[src/rtl/gpio_cfg_pkg.sv]
// Shared definitions for the per-pad GPIO configuration shift chain:
// word width, field bit positions, drive-mode encodings and FSM states.
package gpio_cfg_pkg;

    // Configuration word width (only 13 is supported by the field map).
    localparam int CFG_W = 13;

    // Bit positions of the decoded fields inside the configuration word.
    localparam int BIT_MGMT_ENA    = 0;
    localparam int BIT_OUTENB      = 1;
    localparam int BIT_HOLD_OVR    = 2;
    localparam int BIT_INP_DIS     = 3;
    localparam int BIT_IB_MODE_SEL = 4;
    localparam int BIT_AN_EN       = 5;
    localparam int BIT_AN_SEL      = 6;
    localparam int BIT_AN_POL      = 7;
    localparam int BIT_SLOW_SLEW   = 8;
    localparam int BIT_VTRIP_SEL   = 9;
    localparam int BIT_DM_LO       = 10;
    localparam int BIT_DM_HI       = 12;

    // Drive-mode encodings of the dm field.
    localparam logic [2:0] DM_ANALOG    = 3'b000;
    localparam logic [2:0] DM_INPUT     = 3'b001;
    localparam logic [2:0] DM_PUSH_PULL = 3'b110;

    // State encodings kept as plain constants so other tools can match them.
    localparam logic [1:0] ST_INIT_ENC     = 2'd0;
    localparam logic [1:0] ST_IDLE_ENC     = 2'd1;
    localparam logic [1:0] ST_SHIFTING_ENC = 2'd2;
    localparam logic [1:0] ST_APPLY_ENC    = 2'd3;

    typedef enum logic [1:0] {
        ST_INIT     = ST_INIT_ENC,
        ST_IDLE     = ST_IDLE_ENC,
        ST_SHIFTING = ST_SHIFTING_ENC,
        ST_APPLY    = ST_APPLY_ENC
    } cfg_state_t;

    // A full word has been shifted once the counter reaches this value.
    localparam logic [3:0] SHIFT_CNT_MAX = 4'd13;

    // Shift counter increment that sticks at a full word.
    function automatic logic [3:0] sat_inc(input logic [3:0] cnt);
        return (cnt >= SHIFT_CNT_MAX) ? SHIFT_CNT_MAX : cnt + 4'd1;
    endfunction

endpackage

[src/rtl/gpio_config_shifter.sv]
// One pad's configuration stage: a 13-bit serial shift register that is
// committed into the active configuration word on a load strobe, with the
// active word decoded into individual pad control fields.
module gpio_config_shifter
    import gpio_cfg_pkg::*;
#(
    parameter int CFG_W = 13
) (
    input  logic             wb_clk_i,
    input  logic             wb_rstn_i,
    input  logic [CFG_W-1:0] gpio_defaults,
    input  logic             reload_defaults,
    input  logic             serial_shift,
    input  logic             serial_data_in,
    input  logic             serial_load,
    output logic             serial_data_out,
    output logic [CFG_W-1:0] cfg_word,
    output logic             mgmt_ena,
    output logic             outenb,
    output logic             hold_ovr,
    output logic             inp_dis,
    output logic             ib_mode_sel,
    output logic             an_en,
    output logic             an_sel,
    output logic             an_pol,
    output logic             slow_slew,
    output logic             vtrip_sel,
    output logic [2:0]       dm,
    output logic             cfg_update,
    output logic             short_load
);

    cfg_state_t       state_reg,  state_next;
    logic [CFG_W-1:0] shift_reg,  shift_next;
    logic [CFG_W-1:0] active_reg, active_next;
    logic [3:0]       cnt_reg,    cnt_next;
    logic             short_reg,  short_next;
    logic             update_reg, update_next;

    // Next-state logic; reload_defaults overrides everything else.
    always_comb begin
        state_next  = state_reg;
        shift_next  = shift_reg;
        active_next = active_reg;
        cnt_next    = cnt_reg;
        short_next  = short_reg;
        update_next = 1'b0;

        if (reload_defaults) begin
            state_next = ST_INIT;
            short_next = 1'b0;
        end else begin
            case (state_reg)
                ST_INIT: begin
                    shift_next  = gpio_defaults;
                    active_next = gpio_defaults;
                    cnt_next    = 4'd0;
                    update_next = 1'b1;
                    state_next  = ST_IDLE;
                end
                ST_IDLE, ST_SHIFTING: begin
                    if (serial_shift) begin
                        shift_next = {shift_reg[CFG_W-2:0], serial_data_in};
                        cnt_next   = sat_inc(cnt_reg);
                        state_next = ST_SHIFTING;
                    end
                    // A load in the same cycle as a shift commits the
                    // post-shift contents, so the count judged is the new one.
                    if (serial_load) begin
                        if (cnt_next < SHIFT_CNT_MAX) begin
                            short_next = 1'b1;
                        end
                        state_next = ST_APPLY;
                    end
                end
                ST_APPLY: begin
                    // Strobes arriving here are dropped on purpose.
                    active_next = shift_reg;
                    update_next = 1'b1;
                    cnt_next    = 4'd0;
                    state_next  = ST_IDLE;
                end
                default: begin
                    state_next = ST_INIT;
                end
            endcase
        end
    end

    // State registers with synchronous active-low reset to the pad defaults.
    always_ff @(posedge wb_clk_i) begin
        if (!wb_rstn_i) begin
            state_reg  <= ST_INIT;
            shift_reg  <= gpio_defaults;
            active_reg <= gpio_defaults;
            cnt_reg    <= 4'd0;
            short_reg  <= 1'b0;
            update_reg <= 1'b0;
        end else begin
            state_reg  <= state_next;
            shift_reg  <= shift_next;
            active_reg <= active_next;
            cnt_reg    <= cnt_next;
            short_reg  <= short_next;
            update_reg <= update_next;
        end
    end

    assign serial_data_out = shift_reg[CFG_W-1];
    assign cfg_word        = active_reg;
    assign cfg_update      = update_reg;
    assign short_load      = short_reg;

    assign mgmt_ena    = active_reg[BIT_MGMT_ENA];
    assign outenb      = active_reg[BIT_OUTENB];
    assign hold_ovr    = active_reg[BIT_HOLD_OVR];
    assign inp_dis     = active_reg[BIT_INP_DIS];
    assign ib_mode_sel = active_reg[BIT_IB_MODE_SEL];
    assign an_en       = active_reg[BIT_AN_EN];
    assign an_sel      = active_reg[BIT_AN_SEL];
    assign an_pol      = active_reg[BIT_AN_POL];
    assign slow_slew   = active_reg[BIT_SLOW_SLEW];
    assign vtrip_sel   = active_reg[BIT_VTRIP_SEL];
    assign dm          = active_reg[BIT_DM_HI:BIT_DM_LO];

endmodule

[config.mk]
export PLATFORM = sky130hd
export DESIGN_NAME = gpio_config_shifter
export DESIGN_NICKNAME = d
export VERILOG_FILES = /design/src/rtl/gpio_cfg_pkg.sv /design/src/rtl/gpio_config_shifter.sv
export SDC_FILE = /design/constraint.sdc
export NUM_CORES = 1
export LEC_CHECK = 0
export ABC_AREA = 1
export BUFFER_PORTS_ARGS = -buffer_cell sky130_fd_sc_hd__buf_2
export CAP_MARGIN = 20
export CORE_MARGIN = 10
export CORE_UTILIZATION = 30
export DETAILED_ROUTE_END_ITERATION = 10
export PLACE_DENSITY_LB_ADDON = 0.15
export SYNTH_ARGS = -nofsm -noshare
export SYNTH_HDL_FRONTEND = slang
export SYNTH_SLANG_ARGS = --single-unit
[constraint.sdc]
create_clock -name wb_clk_i -period 2.1 [get_ports wb_clk_i]
set_input_delay 0.315 -clock wb_clk_i [delete_from_list [all_inputs] [get_ports wb_clk_i]]
set_output_delay 0.315 -clock wb_clk_i [all_outputs]
set_load 0.05 [all_outputs]
==> flow_metrics.tcl <==
set metrics [dict create \
    ant_nets 0 \
    antenna_found_initial 0 \
    cts_buffers 5 \
    port_buffers 47 \
    yosys-top-cells-area "edfxtp_1 43%, o21ai_2 11%, dfxtp_1 8.7%" \
    rsz0062_at_grt "false" \
    leakage_nw 1.01 \
    vias_per_cell 4.20 \
    met3_usage 0.0338 \
    layout.nets 244 \
    cts_hold_buffers 0 \
    grt_util_met2 0.132 \
    cp_data_arrival_time_ps 1690 \
    cts_resized 0 \
    clk_latency_ps 270 \
    wl_per_cell_um 12.5 \
    root_buffer "clkbuf_8" \
    initialDrtViolationCount 44 \
    syn_area_um2 1830 \
    cp_cell_sequence "inv_1 > ha_1 > nand2_4 > buf_4 > nand2_1 > o21ai_2" \
    critPathSlowestCell "ha_1" \
    startpoint_type "flop" \
    vias 1244 \
    hold_path_class "input pin to flop" \
    hold_viol_final 0 \
    syn_avg_cell_area_um2 10.1 \
    layout_min_cycle_time_ps 1660 \
    ios 48 \
    dp_hpwl_um 2820 \
    initial_utilization 0.310 \
    htree_levels 2 \
    core_area_um2 5920 \
    grt_usage 0.0782 \
    clk_path_buf_depth 2 \
    critPathTopFamily "adder cells" \
    cts_tree "built" \
    grt_first_pass_wirelength_um 6270 \
    synth_nets 205 \
    worstSetupPathType "flop to flop" \
    die_area_um2 9640 \
    setup_slack_ps 444 \
    ys_seq_area_frac 0.513 \
    cp_num_cells 6 \
    worst_pin_slew_ps 327 \
    drt-total-wl_um 3690 \
    synth.top_cell.area_share 0.426 \
    max-vdd-ir-drop_v 0.000268 \
    path_max_fanout 18 \
    gp_congestion 0.780 \
    synthToLayoutAreaGrowth_pct 16.8 \
    drv_cap 0 \
    min_period_over_period 0.788 \
    slew_headroom 0.782 \
    fin_area_um2 2140 \
    setup_tns_ps 0 \
    status "complete, no violations" \
    grt_max_degree 26 \
    synth_seq_cells 34 \
    rows 28 \
    drive_above_1_share 0.416 \
    max_stage_delay_ps 410 \
    synth.largest_area_cell "edfxtp_1" \
    dieWidth_um 98.2 \
    first_pass_iters 4 \
    clock_skew_ps 3.43 \
    clock-sinks 34 \
    min_path_cells 3 \
    grt_use_met1 0.0844 \
    maxSlewViolCount 0 \
    post-place-ws_ps 458 \
    grt_pass1_vias 1293 \
    grt-ovfl-total 0 \
    clk_pin_slew_ps 70 \
    max_clock_freq_mhz 604 \
    utilization 0.362 \
    powerDensity_nw_per_um2 817 \
    fill_cells 605 \
    synth_cell_types 23 \
    critPathBufInv 2 \
    num_antenna_cells 0 \
    endpoint_kind "flop" \
    ys_warn_count 0 \
    busiest_layer "met2" \
    r2r_setup_slack_ps 440 \
    die_h_um 98.2 \
    drcViolationCount 0 \
    cp_data_required_time_ps 2130 \
    postCtsSetupRepairBufs 0 \
    reg2regPathDepth 6 \
    post_dp_cell_area_um2 2040 \
    syn_inst 181 \
    setup_violations 0 \
]
-- worst min-delay path: stages --
cell	delay [ps]
buf_2	100
o31ai_1	70
inv_1	40
-- synthesized netlist by cell type --
cell and number:
nand2_4 2, dfxtp_1 8, edfxtp_1 26, o21ai_1 3, a31oi_2 1, nor2_4 1, inv_1 26, buf_4 14
o22ai_2 1, nand3_1 4, o21ai_0 5, buf_6 4, inv_2 3, nand2_2 1, a21oi_2 1, o31ai_1 2
nand2_1 41, nor2_1 5, ha_1 5, a21oi_1 2, o21ai_2 23, mux2_4 2, or2_4 1
-- logic make-up after synthesis --
group           share of synthesized area
fa+ha+maj                          0.0341
simple gates                        0.132
compound gates                      0.164
buf+inv                             0.141
mux                                0.0164
flops                               0.513
-- per-stage QoR --
stage                     power [W]  hold slack, ps  cells
after global routing        0.00183             297    296
after floorplan             0.00112             431    181
final                       0.00175             278    296
after CTS                   0.00178             269    296
after global placement      0.00119             452    288
after detailed placement    0.00119             450    288
-- per-layer routing --
| layer | up-vias | share of wire |
|---|---|---|
| met5 | - | 0 |
| met4 | 0 | 0.0060 |
| met3 | 2 | 0.081 |
| met2 | 29 | 0.49 |
| met1 | 558 | 0.42 |
| li1 | 655 | - |
-- report_power, final --
group          switching [W]  leakage [nW]  total [W]  internal [W]
Sequential         0.0000174         0.327   0.000804      0.000787
Clock               0.000227        0.0524   0.000582      0.000355
Combinational       0.000277         0.626   0.000364     0.0000877
-- cell usage in the layout (no fill, tap or decap), types with 4 or more instances in the layout --
| master | n |
|---|---|
| nand2_1 | 41 |
| edfxtp_1 | 26 |
| ha_1 | 5 |
| inv_1 | 26 |
| dfxtp_1 | 8 |
| o21ai_0 | 5 |
| nand3_1 | 4 |
| buf_2 | 47 |
| clkbuf_8 | 5 |
| nor2_1 | 5 |
| o21ai_2 | 23 |
-- worst paths after layout --
kind / startpoint / end
worst min register to register: short_load / short_load
worst max-delay path: state_reg[1] / shift_reg[8]
worst max register to register: state_reg[1] / shift_reg[8]
worst min-delay path: serial_load / state_reg[1]
-- layout make-up --
type,instances,area [µm²],area share
well taps,75,93.8,0.0438
repair buffers,50,258,0.120
clock buffers,7,76.3,0.0356
inverters,29,109,0.0508
clock inverters,1,30.0,0.0140
flip-flops and latches,34,941,0.439
multi-input cells,100,634,0.296
No activity file was read; power rests on OpenSTA's default activity.
